[src/rtl/lsu_pkg.sv]
// Shared types and request-legality helpers for the load/store RMW sequencer.
// Only word-wide (32-bit) data memory is supported.
package lsu_pkg;

  typedef enum logic [2:0] {
    S_IDLE,
    S_RD,
    S_LDCAP,
    S_MERGE,
    S_WR,
    S_RESP,
    S_ERR
  } state_t;

  localparam logic [2:0] F3_B  = 3'b000;
  localparam logic [2:0] F3_H  = 3'b001;
  localparam logic [2:0] F3_W  = 3'b010;
  localparam logic [2:0] F3_BU = 3'b100;
  localparam logic [2:0] F3_HU = 3'b101;

  function automatic logic misaligned(input logic [2:0] funct3, input logic [1:0] offset);
    logic bad;
    bad = 1'b0;
    case (funct3)
      F3_H, F3_HU: bad = offset[0];
      F3_W:        bad = (offset != 2'b00);
      default:     bad = 1'b0;
    endcase
    return bad;
  endfunction

  // Both kinds at once is illegal regardless of funct3.
  function automatic logic illegal_req(input logic is_rd, input logic is_wr,
                                       input logic [2:0] funct3, input logic [1:0] offset);
    logic bad;
    if (is_rd && is_wr)
      bad = 1'b1;
    else if (is_rd)
      bad = !(funct3 inside {F3_B, F3_H, F3_W, F3_BU, F3_HU});
    else
      bad = !(funct3 inside {F3_B, F3_H, F3_W});
    return bad || misaligned(funct3, offset);
  endfunction

endpackage

[src/rtl/lsu_lane_align.sv]
// Combinational lane logic: extracts/extends load data from a memory word and
// merges byte/half store data into an old word.
module lsu_lane_align
  import lsu_pkg::*;
#(
  parameter int DATA_W = 32
) (
  input  logic [DATA_W-1:0] mem_rd,
  input  logic [DATA_W-1:0] wdata,
  input  logic [1:0]        offset,
  input  logic [2:0]        funct3,
  output logic [DATA_W-1:0] load_data,
  output logic [DATA_W-1:0] merge_data
);

  function automatic logic [DATA_W-1:0] load_extend(input logic [DATA_W-1:0] word,
                                                     input logic [1:0] off,
                                                     input logic [2:0] f3);
    logic [7:0]        lane_b;
    logic [15:0]       lane_h;
    logic [DATA_W-1:0] res;
    lane_b = 8'(word >> {off, 3'b000});
    lane_h = 16'(word >> {off[1], 4'b0000});
    case (f3)
      F3_B:    res = {{(DATA_W-8){lane_b[7]}}, lane_b};
      F3_BU:   res = {{(DATA_W-8){1'b0}}, lane_b};
      F3_H:    res = {{(DATA_W-16){lane_h[15]}}, lane_h};
      F3_HU:   res = {{(DATA_W-16){1'b0}}, lane_h};
      default: res = word;
    endcase
    return res;
  endfunction

  function automatic logic [DATA_W-1:0] store_merge(input logic [DATA_W-1:0] old_word,
                                                     input logic [DATA_W-1:0] wd,
                                                     input logic [1:0] off,
                                                     input logic [2:0] f3);
    logic [DATA_W-1:0] mask;
    logic [4:0]        sh;
    sh = {off, 3'b000};
    case (f3)
      F3_B:    mask = DATA_W'(8'hFF) << sh;
      F3_H:    mask = DATA_W'(16'hFFFF) << sh;
      default: mask = '1;
    endcase
    return (old_word & ~mask) | ((wd << sh) & mask);
  endfunction

  assign load_data  = load_extend(mem_rd, offset, funct3);
  assign merge_data = store_merge(mem_rd, wdata, offset, funct3);

endmodule

[src/rtl/lsu_rmw_ctrl.sv]
// Load/store sequencer in front of a word-only synchronous SRAM: loads read and
// extract, SB/SH do read-modify-write, SW writes directly, bad requests error out.
module lsu_rmw_ctrl
  import lsu_pkg::*;
#(
  parameter int DM_ADDRESS = 9,
  parameter int DATA_W     = 32
) (
  input  logic                  clk,
  input  logic                  reset_n,
  input  logic                  req_valid,
  output logic                  req_ready,
  input  logic                  req_read,
  input  logic                  req_write,
  input  logic [DM_ADDRESS-1:0] req_addr,
  input  logic [2:0]            req_funct3,
  input  logic [DATA_W-1:0]     req_wdata,
  output logic                  resp_valid,
  output logic                  resp_err,
  output logic [DATA_W-1:0]     resp_rdata,
  output logic                  mem_re,
  output logic                  mem_we,
  output logic [DM_ADDRESS-1:0] mem_a,
  output logic [DATA_W-1:0]     mem_wd,
  input  logic [DATA_W-1:0]     mem_rd
);

  state_t                  state;
  logic [DM_ADDRESS-1:0]   addr_reg;
  logic [2:0]              funct3_reg;
  logic                    is_load;
  logic [DATA_W-1:0]       wd_reg;
  logic [DATA_W-1:0]       rdata_reg;
  logic [DATA_W-1:0]       load_data;
  logic [DATA_W-1:0]       merge_data;

  // wd_reg holds raw store data until MERGE overwrites it with the merged word.
  lsu_lane_align #(.DATA_W(DATA_W)) u_align (
    .mem_rd     (mem_rd),
    .wdata      (wd_reg),
    .offset     (addr_reg[1:0]),
    .funct3     (funct3_reg),
    .load_data  (load_data),
    .merge_data (merge_data)
  );

  always_ff @(posedge clk) begin
    if (!reset_n) begin
      state      <= S_IDLE;
      addr_reg   <= '0;
      funct3_reg <= '0;
      is_load    <= 1'b0;
      wd_reg     <= '0;
      rdata_reg  <= '0;
    end else begin
      case (state)
        S_IDLE: begin
          if (req_valid && (req_read || req_write)) begin
            addr_reg   <= req_addr;
            funct3_reg <= req_funct3;
            is_load    <= req_read;
            wd_reg     <= req_wdata;
            rdata_reg  <= '0;
            if (illegal_req(req_read, req_write, req_funct3, req_addr[1:0]))
              state <= S_ERR;
            else if (req_read || (req_funct3 != F3_W))
              state <= S_RD;
            else
              state <= S_WR;
          end
        end
        S_RD:    state <= is_load ? S_LDCAP : S_MERGE;
        S_LDCAP: begin
          rdata_reg <= load_data;
          state     <= S_RESP;
        end
        S_MERGE: begin
          wd_reg <= merge_data;
          state  <= S_WR;
        end
        S_WR:    state <= S_RESP;
        S_RESP:  state <= S_IDLE;
        S_ERR:   state <= S_IDLE;
        default: state <= S_IDLE;
      endcase
    end
  end

  // Memory strobes depend on state only, so req_* never reaches mem_* combinationally.
  assign req_ready  = (state == S_IDLE);
  assign mem_re     = (state == S_RD);
  assign mem_we     = (state == S_WR);
  assign mem_a      = {addr_reg[DM_ADDRESS-1:2], 2'b00};
  assign mem_wd     = wd_reg;
  assign resp_valid = (state == S_RESP) || (state == S_ERR);
  assign resp_err   = (state == S_ERR);
  assign resp_rdata = rdata_reg;

endmodule

[config.mk]
export PLATFORM = sky130hd
export DESIGN_NAME = lsu_rmw_ctrl
export DESIGN_NICKNAME = d
export VERILOG_FILES = /design/src/rtl/lsu_pkg.sv /design/src/rtl/lsu_lane_align.sv /design/src/rtl/lsu_rmw_ctrl.sv
export SDC_FILE = /design/constraint.sdc
export NUM_CORES = 1
export LEC_CHECK = 0
export CORE_ASPECT_RATIO = 0.8
export CORE_UTILIZATION = 40
export DETAILED_ROUTE_END_ITERATION = 6
export HOLD_SLACK_MARGIN = 0.08
export PLACE_DENSITY = 0.74
export SYNTH_ARGS = -nofsm -noshare
export SYNTH_HDL_FRONTEND = slang
export SYNTH_HIERARCHICAL = 1
export SYNTH_SLANG_ARGS = --single-unit
[constraint.sdc]
create_clock -name clk -period 2 [get_ports clk]
set_input_delay 0.2 -clock clk [delete_from_list [all_inputs] [get_ports clk]]
set_output_delay 0.2 -clock clk [all_outputs]
set_load 0.02 [all_outputs]
### Word-level counts from Yosys, hierarchy flattened

Cells that the tools add are included.

| storage, ports and cells | value |
|---|---|
| input port bits | 81 |
| bits in registers | 80 |
| output and inout port bits | 78 |

| operators by class | value |
|---|---|
| eq/ne operators | 15 |
| reduce and logical (&&, ||, !) cells | 21 |
| bitwise operators | 4 |
| shifts and indexed selects | 5 |
| multiplexer cells | 20 |

Operator list:

| cell | number |
|---|---|
| $pmux 32 s2 | 3 |
| $pmux 32 s4 | 1 |
| $and 32x32->32 | 2 |
| $mux 32 | 2 |
| $not 32->32 | 1 |
| $or 32x32->32 | 1 |
| $shl 16x5->32 const A | 1 |
| $shl 32x5->32 | 1 |
| $shl 8x5->32 const A | 1 |
| $shr 32x5->16 | 1 |
| $shr 32x5->8 | 1 |
| $eq 3x3->1 const B | 7 |
| $pmux 3 s4 | 1 |
| $eq 3x1->1 const B | 3 |
| $eq 3x2->1 const B | 3 |
| $logic_not 3->1 | 3 |
| $mux 1 | 9 |
| $mux 3 | 3 |
| $reduce_and 2->1 | 3 |
| $reduce_bool 2->1 | 3 |
| $reduce_bool 5->1 | 1 |
| $logic_or 1x1->1 | 4 |
| $reduce_or 2->1 | 2 |
| $ne 3x2->1 const B | 1 |
| 5 further kinds | 7 |

### Logic depth before layout (Yosys ltp)

Gate-level depths: netlist (run 1).

| logic depth | value |
|---|---|
| depth after elaboration | 12 |
| mapped depth | 10 |
| gate-level depth less buffers | 6 |

### Cells and area by module

Netlist (run 1), hierarchy kept.

By module, submodules not included:

| module | instances | cells an instance | area an instance (µm²) | seq. area each (µm²) |
|---|---|---|---|---|
| lsu_rmw_ctrl | 1 | 422 | 3382.0 | 1601.5 |
| lsu_lane_align | 1 | 249 | 1516.5 | 0.0 |

### Least setup slack after synthesis (run 1)

Ideal clock, no wire load.

| timing | value |
|---|---|
| kind | flip-flop to flip-flop |
| from | reg funct3_reg[0] |
| to | reg wd_reg[24], in the netlist mem_wd[24] |
| period minus slack after synthesis | 1778 ps |
| data required time | 1863 ps |
| library setup time | 137 ps |
| path slack | 222 ps |
| data arrival time | 1642 ps |
| stages on the path, launching flop included | 7 |
| cell sequence | dfxtp_1 -> buf_2 -> or2_2 -> a21oi_2 -> mux2_2 -> o21ai_0 -> a31oi_1 |

| between the ends | value |
|---|---|
| word-level cells in the longest chain between the ends | 6 |

RTL lines:

| item | RTL line | source |
|---|---|---|
| start, declared | lsu_rmw_ctrl.sv:30 | `logic [2:0] funct3_reg;` |
| start signal, assigned | lsu_rmw_ctrl.sv:60 | `funct3_reg <= req_funct3;` |
| $eq 3x1->1 or $logic_not 3->1 (tied branches) | lsu_lane_align.sv:41 | `case (f3)` |
| $pmux 32 s2 (*) | lsu_lane_align.sv:41 |  |
| $not 32->32 | lsu_lane_align.sv:46 | `return (old_word & ~mask) \| ((wd << sh) & mask);` |
| $and 32x32->32 | lsu_lane_align.sv:46 |  |
| $or 32x32->32 (*) | lsu_lane_align.sv:46 |  |
| net merge_data[24] | lsu_rmw_ctrl.sv:35 | `logic [DATA_W-1:0] merge_data;` |
| $pmux 32 s2 (*) | lsu_rmw_ctrl.sv:56 | `case (state)` |
| end signal, assigned | lsu_rmw_ctrl.sv:62 | `wd_reg <= req_wdata;` |
| end signal, assigned | lsu_rmw_ctrl.sv:78 | `wd_reg <= merge_data;` |
| end, declared | lsu_rmw_ctrl.sv:32 | `logic [DATA_W-1:0] wd_reg;` |

The timed path passes the listed nets; every way through them passes the cells marked *.
A chain may end at the register's enable or synchronous reset.

### Worst setup path after layout (run 1)

| timing | value |
|---|---|
| from | reg addr_reg[0] |
| to | reg rdata_reg[3], in the netlist resp_rdata[3] |

| between the ends | value |
|---|---|
| word-level cells in the longest chain between the ends | 3 |

RTL lines:

| item | RTL line | source |
|---|---|---|
| start, declared | lsu_rmw_ctrl.sv:29 | `logic [DM_ADDRESS-1:0] addr_reg;` |
| start signal, assigned | lsu_rmw_ctrl.sv:59 | `addr_reg <= req_addr;` |
| $shr 32x5->8 | lsu_lane_align.sv:22 | `lane_b = 8'(word >> {off, 3'b000});` |
| $pmux 32 s4 | lsu_lane_align.sv:24 | `case (f3)` |
| net load_data[3] | lsu_rmw_ctrl.sv:34 | `logic [DATA_W-1:0] load_data;` |
| $pmux 32 s2 | lsu_rmw_ctrl.sv:56 |  |
| end signal, assigned | lsu_rmw_ctrl.sv:74 | `rdata_reg <= load_data;` |
| end, declared | lsu_rmw_ctrl.sv:33 | `logic [DATA_W-1:0] rdata_reg;` |

The timed path passes the listed nets, and every way through them passes these cells.

==> results of run 1 <==
final cells by class:
cell class              count  area (µm²)  area share, %
repair buffers            182        1830           26.8
clock buffers              11         243           3.55
clock inverters             5        56.3          0.823
well taps                 148         185           2.71
inverters                   3        11.3          0.165
multi-input cells         520        2910           42.5
flip-flops and latches     80        1610           23.5
worst paths after layout:
path / start / endpoint / slack [ns] / cells past startpoint
min reg2reg: addr_reg[6] / addr_reg[6] / 0.45 / 2
max reg2reg: addr_reg[0] / resp_rdata[3] / 0.19 / 8
min: reset_n / addr_reg[8] / 0.40 / 2
max: addr_reg[0] / resp_rdata[3] / 0.19 / 8
per-layer routing:
metal  share of wire, %  global-route usage, %  up-vias
li1                   -                      -     2582
met1                 43                   33.3     2490
met2                 46                   41.8      238
met3                9.6                   7.38       22
met4                1.5                   8.26        0
met5                  0                      0        -
through the flow:
stage | hold WS, ns | worst slack (ns)
2_1_floorplan | 0.335 | 0.222
3_3_place_gp | 0.442 | 0.134
3_5_place_dp | 0.446 | 0.0359
4_1_cts | 0.380 | 0.0711
5_1_grt | 0.405 | 0.0594
6_report | 0.402 | 0.192
cells in the mapped netlist (20+ instances only):
cell | count | area (µm²)
a21oi_1 | 31 | 155
clkbuf_1 | 27 | 101
nand3_1 | 34 | 170
a21boi_0 | 33 | 248
nand2_1 | 179 | 672
buf_2 | 21 | 105
a31oi_1 | 32 | 200
mux2i_1 | 20 | 200
o21ai_0 | 50 | 250
dfxtp_1 | 80 | 1600
nor2_1 | 22 | 82.6
power by group:
part | switching (mW) | total (mW) | internal (mW)
logic | 1.89 | 3.37 | 1.49
clock network | 0.652 | 1.65 | 0.999
registers | 0.308 | 2.21 | 1.90
total | 2.85 | 7.23 | 4.38
worst max-delay path: cells and delay by family (launching register included):
kind | cells | cell delay, ns
AOI/OAI and AO/OA | 3 | 0.70
and+or+nand+nor | 3 | 0.37
DFF | 1 | 0.34
buffers and inverters | 2 | 0.33
timing repair:
| item | 4_1_cts | 5_1_grt |
|---|---|---|
| gates resized for setup | 4 | 3 |
| hold buffers | 0 | 0 |
| setup endpoints to repair | 3 | 6 |
logic make-up (layout without fill, tap and decap cells):
logic type	after synthesis	count (layout)
AO/OA/AOI/OAI	202	202
buffers and inverters	72	201
flip-flops	80	80
multiplexers	33	33
other	1	2
AND/OR/NAND/NOR	283	283
==> metrics.cfg, run 1 <==
[drt]
wl_per_cell_um=17.3
drt_wl_total_um=16500
dr.pass1.iters=5
via_per_inst=5.62
vias=5332
drt-initial-drc-count=613
drtAntennaViolNets=0
drc=0

[status]
status=completed

[cells_and_area]
final_common_cell=nand2_1
fin_nets=877
final.fill_count=1092
layout_common_cells=nand2_1, clkdlybuf4s50_1, dfxtp_1, o21ai_0, nand3_1
syn_to_final_growth_pct=39.6
final_area_um2=6840
instances_no_fill=949
diodes=0
drive_gt1_share_pct=8.61
utilization_pct=58.3

[critical_path]
cp_slowest_cell=o21bai_1
path_class=reg -> reg
crit_required_ns=2.26
startpoint_type=register
cpPeakStageDelay_ns=0.43
cp.arrival_ns=2.07
path_max_fanout=27
path_cells=buf_12 -> nor2b_1 -> buf_4 -> o21bai_1 -> nand2_1 -> o21ai_0 -> nand2_1 -> a21boi_0
cp-end-kind=register
crit_path_frequent_cell=nand2_1

[floorplanning]
fp.dieW_um=126
die_h_um=101
coreArea_um2=11700
start_util_pct=41.7
fp-row-count=35
fp.dieArea_um2=12700
ioPinCount=159

[placement]
port_buffers=156
dpl.hpwl_um=12200
dp.cells=933
place.gp.congestion=0.950
place_area_um2=6530

[clock_network]
cts_root_buf=clkbuf_16
clock_path_buffers=2
htreeDepth=3
clk-insertion-delay-late_ns=0.34
cts_sinks=80
tritoncts=yes
clk_pin_slew_ns=0.06
numCtsBuffers=9
cts_setup_buffers=0

[logic_synthesis]
synthMuxAreaShare_pct=7.08
ys_seq_area_share_pct=32.7
synth_edf_count=0
ys_warn_count=6
synth_xor_area_share_pct=0
synth_ff_type=dfxtp_1
synthDistinctLibCells=48
synthAdderAreaFrac_pct=0
synthSimpleGateAreaFrac_pct=25.5
synth_compound_gate_area_share_pct=26.5
synth_top_family_by_area=compound AO/OA/AOI/OAI gates
ys_seq_elements=80
synth_async_sr_flop_share_pct=0
syn_avg_cell_area_um2=7.30
synth_cells=671
synthesis.area_um2=4900

[power]
p_leak_nw=2.46
power_per_cell_area_nw_per_um2=1060
power_mw=7.23
peakVddDrop_mv=0.476

[timing]
setup_violations=0
slew_viol_final=0
fin_crit_ns=1.81
fin_worst_skew_ns=0.00697
tightestPinTransition_ns=0.551
post-route-period-util_pct=90.4
fmaxAchievable_mhz=553
finalSetupTns_ns=0
rsz0062_at_grt=no
relSlewSlack_pct=62.8
hold_viol_final=0

[grt]
grt_pass1_vias=5028
grtUsageTotal_pct=25.9
grt_pass1_wl_um=25700
grt_max_degree=65
antenna_found_initial=0
grt-ovfl-total=0

[hold_path]
min_path_type=in -> reg

[flow_run]
drv_cap=0

No activity file was read; power rests on OpenSTA's default activity.
==> run 2, diff against run 1 <==
CTS_BUF_LIST = sky130_fd_sc_hd__clkbuf_8   (was not set)
SETUP_SLACK_MARGIN = 0.05   (was not set)
==> run 2 against run 1 <==
Effect of this change: hold slack got worse by 0.028 ns; first-iteration DRC count fell by 17%; global-route usage fell by 0.093 points; setup slack got worse by 0.077 ns; sequential cell count did not move; design area fell by 1.5%; critical endpoint is now mem_wd[29].
==> metrics.cfg, run 2 (synthesized netlist as in run 1, its figures left out) <==
[status]
status=completed

[critical_path]
startpoint=addr_reg[0]
crit_required_ns=2.23
r2r_slack_ns=0.12
cp.arrival_ns=2.12
startpoint_type=register
reg2reg_from=addr_reg[0]
crit_end=mem_wd[29]
path_class=reg -> reg
reg2regPathDepth=7
cp-end-kind=register
path_max_fanout=27
regToRegEndpoint=mem_wd[29]

[power]
internal-power_mw=3.99
peakVddDrop_mv=0.392
p_switching_mw=2.80
p_leak_nw=2.41
seq_power_share_pct=32.4
power_per_cell_area_nw_per_um2=1010
combPwrFrac_pct=49.8
clkPwrFrac_pct=17.8
switching_share_pct=41.3
power_mw=6.79

[drt]
dr.pass1.iters=6
vias=5307
drtAntennaViolNets=0
wl_per_cell_um=17.3
drt-initial-drc-count=508
drc=0
via_per_inst=5.59
drt_wl_total_um=16400

[clock_network]
tritoncts=yes
clk-insertion-delay-late_ns=0.37
cts_sinks=80
cts-resized-gates=5
clock_path_buffers=2
cts_setup_buffers=0
htreeDepth=3
cts_root_buf=clkbuf_8
cts_hold_buf=0
numCtsBuffers=9
clk_pin_slew_ns=0.09

[placement]
port_buffers=156
place.gp.congestion=0.950
dpl.hpwl_um=12200
dp.cells=933

[timing]
setup_violations=0
slew_viol_final=0
fin_worst_skew_ns=0.0142
fin_crit_ns=1.88
tightestPinTransition_ns=0.558
fmaxAchievable_mhz=531
rsz0062_at_grt=no
relSlewSlack_pct=62.3
hold_viol_final=0
post-route-period-util_pct=94.2
finalSetupTns_ns=0
hold-worst-slack_ns=0.374

[floorplanning]
coreArea_um2=11700
fp.dieArea_um2=12700
die_h_um=101
ioPinCount=159
start_util_pct=41.7
fp-row-count=35
fp.dieW_um=126

[cells_and_area]
diodes=0
instances_no_fill=949
utilization_pct=57.4
layout_common_cells=nand2_1, clkdlybuf4s50_1, dfxtp_1, o21ai_0, nand3_1
final.fill_count=1107
ff_latch_area_um2=1610
fin_nets=877
final_common_cell=nand2_1
multiInputGateArea_um2=2910
syn_to_final_growth_pct=37.5
drive_gt1_share_pct=8.74

[flow_run]
drv_cap=0

[grt]
grt_pass1_wl_um=25600
grtUsageTotal_pct=25.8
grt_pass1_vias=5000
antenna_found_initial=0
grt-ovfl-total=0
grt_max_degree=65

[hold_path]
min_path_type=in -> reg

run 2: worst min path at each step:
stage                     depth (start not counted)     endpoint   startpoint  slack [ns]
final                                             2  addr_reg[2]      reset_n        0.37
after global routing                              3  addr_reg[4]  req_addr[4]        0.37
after CTS                                         2  addr_reg[8]      reset_n        0.34
after detailed placement                          2  addr_reg[4]  addr_reg[4]        0.45
after global placement                            2  addr_reg[6]  addr_reg[6]        0.44
after floorplan                                   2  addr_reg[0]  req_addr[0]        0.33
run 2: metal layers:
layer | vias up | wire length [µm] | global-route usage [%]
met3 | 25 | 1540 | 6.63
met1 | 2466 | 7150 | 33.6
met2 | 238 | 7420 | 41.5
li1 | 2578 | - | -
met4 | 0 | 291 | 8.82
met5 | - | 0 | 0
run 2: metrics by stage:
| step | cell area (µm²) | worst slack (ns) |
|---|---|---|
| after floorplan | 4900 | 0.222 |
| after global placement | 6530 | 0.134 |
| after detailed placement | 6530 | 0.0359 |
| after CTS | 6730 | 0.0556 |
| after global routing | 6740 | 0.0543 |
| final | 6740 | 0.116 |
run 2: final cells by class:
class,count,share of cell area (%)
Clock inverter,6,0.891
Sequential cell,80,23.9
Clock buffer,10,2.04
Tap cell,148,2.75
Multi-Input combinational cell,520,43.2
Inverter,3,0.167
Timing Repair Buffer,182,27.1
run 2: power by group through the flow:
stage	Combinational (mW)	Sequential, mW	Clock (mW)
5_1_grt	3.66	2.25	1.30
4_1_cts	3.36	2.20	1.23
2_1_floorplan	1.94	2.40	0
3_5_place_dp	3.35	2.23	0
3_3_place_gp	3.29	2.21	0
6_report	3.38	2.20	1.21
run 2: worst max-delay path: stages (launching register included):
cell and delay (ns):
dfxtp_2 0.37, buf_12 0.20, buf_12 0.17, mux2i_1 0.34, a21oi_1 0.12, mux2_2 0.26
o21ai_0 0.20, a31oi_1 0.07
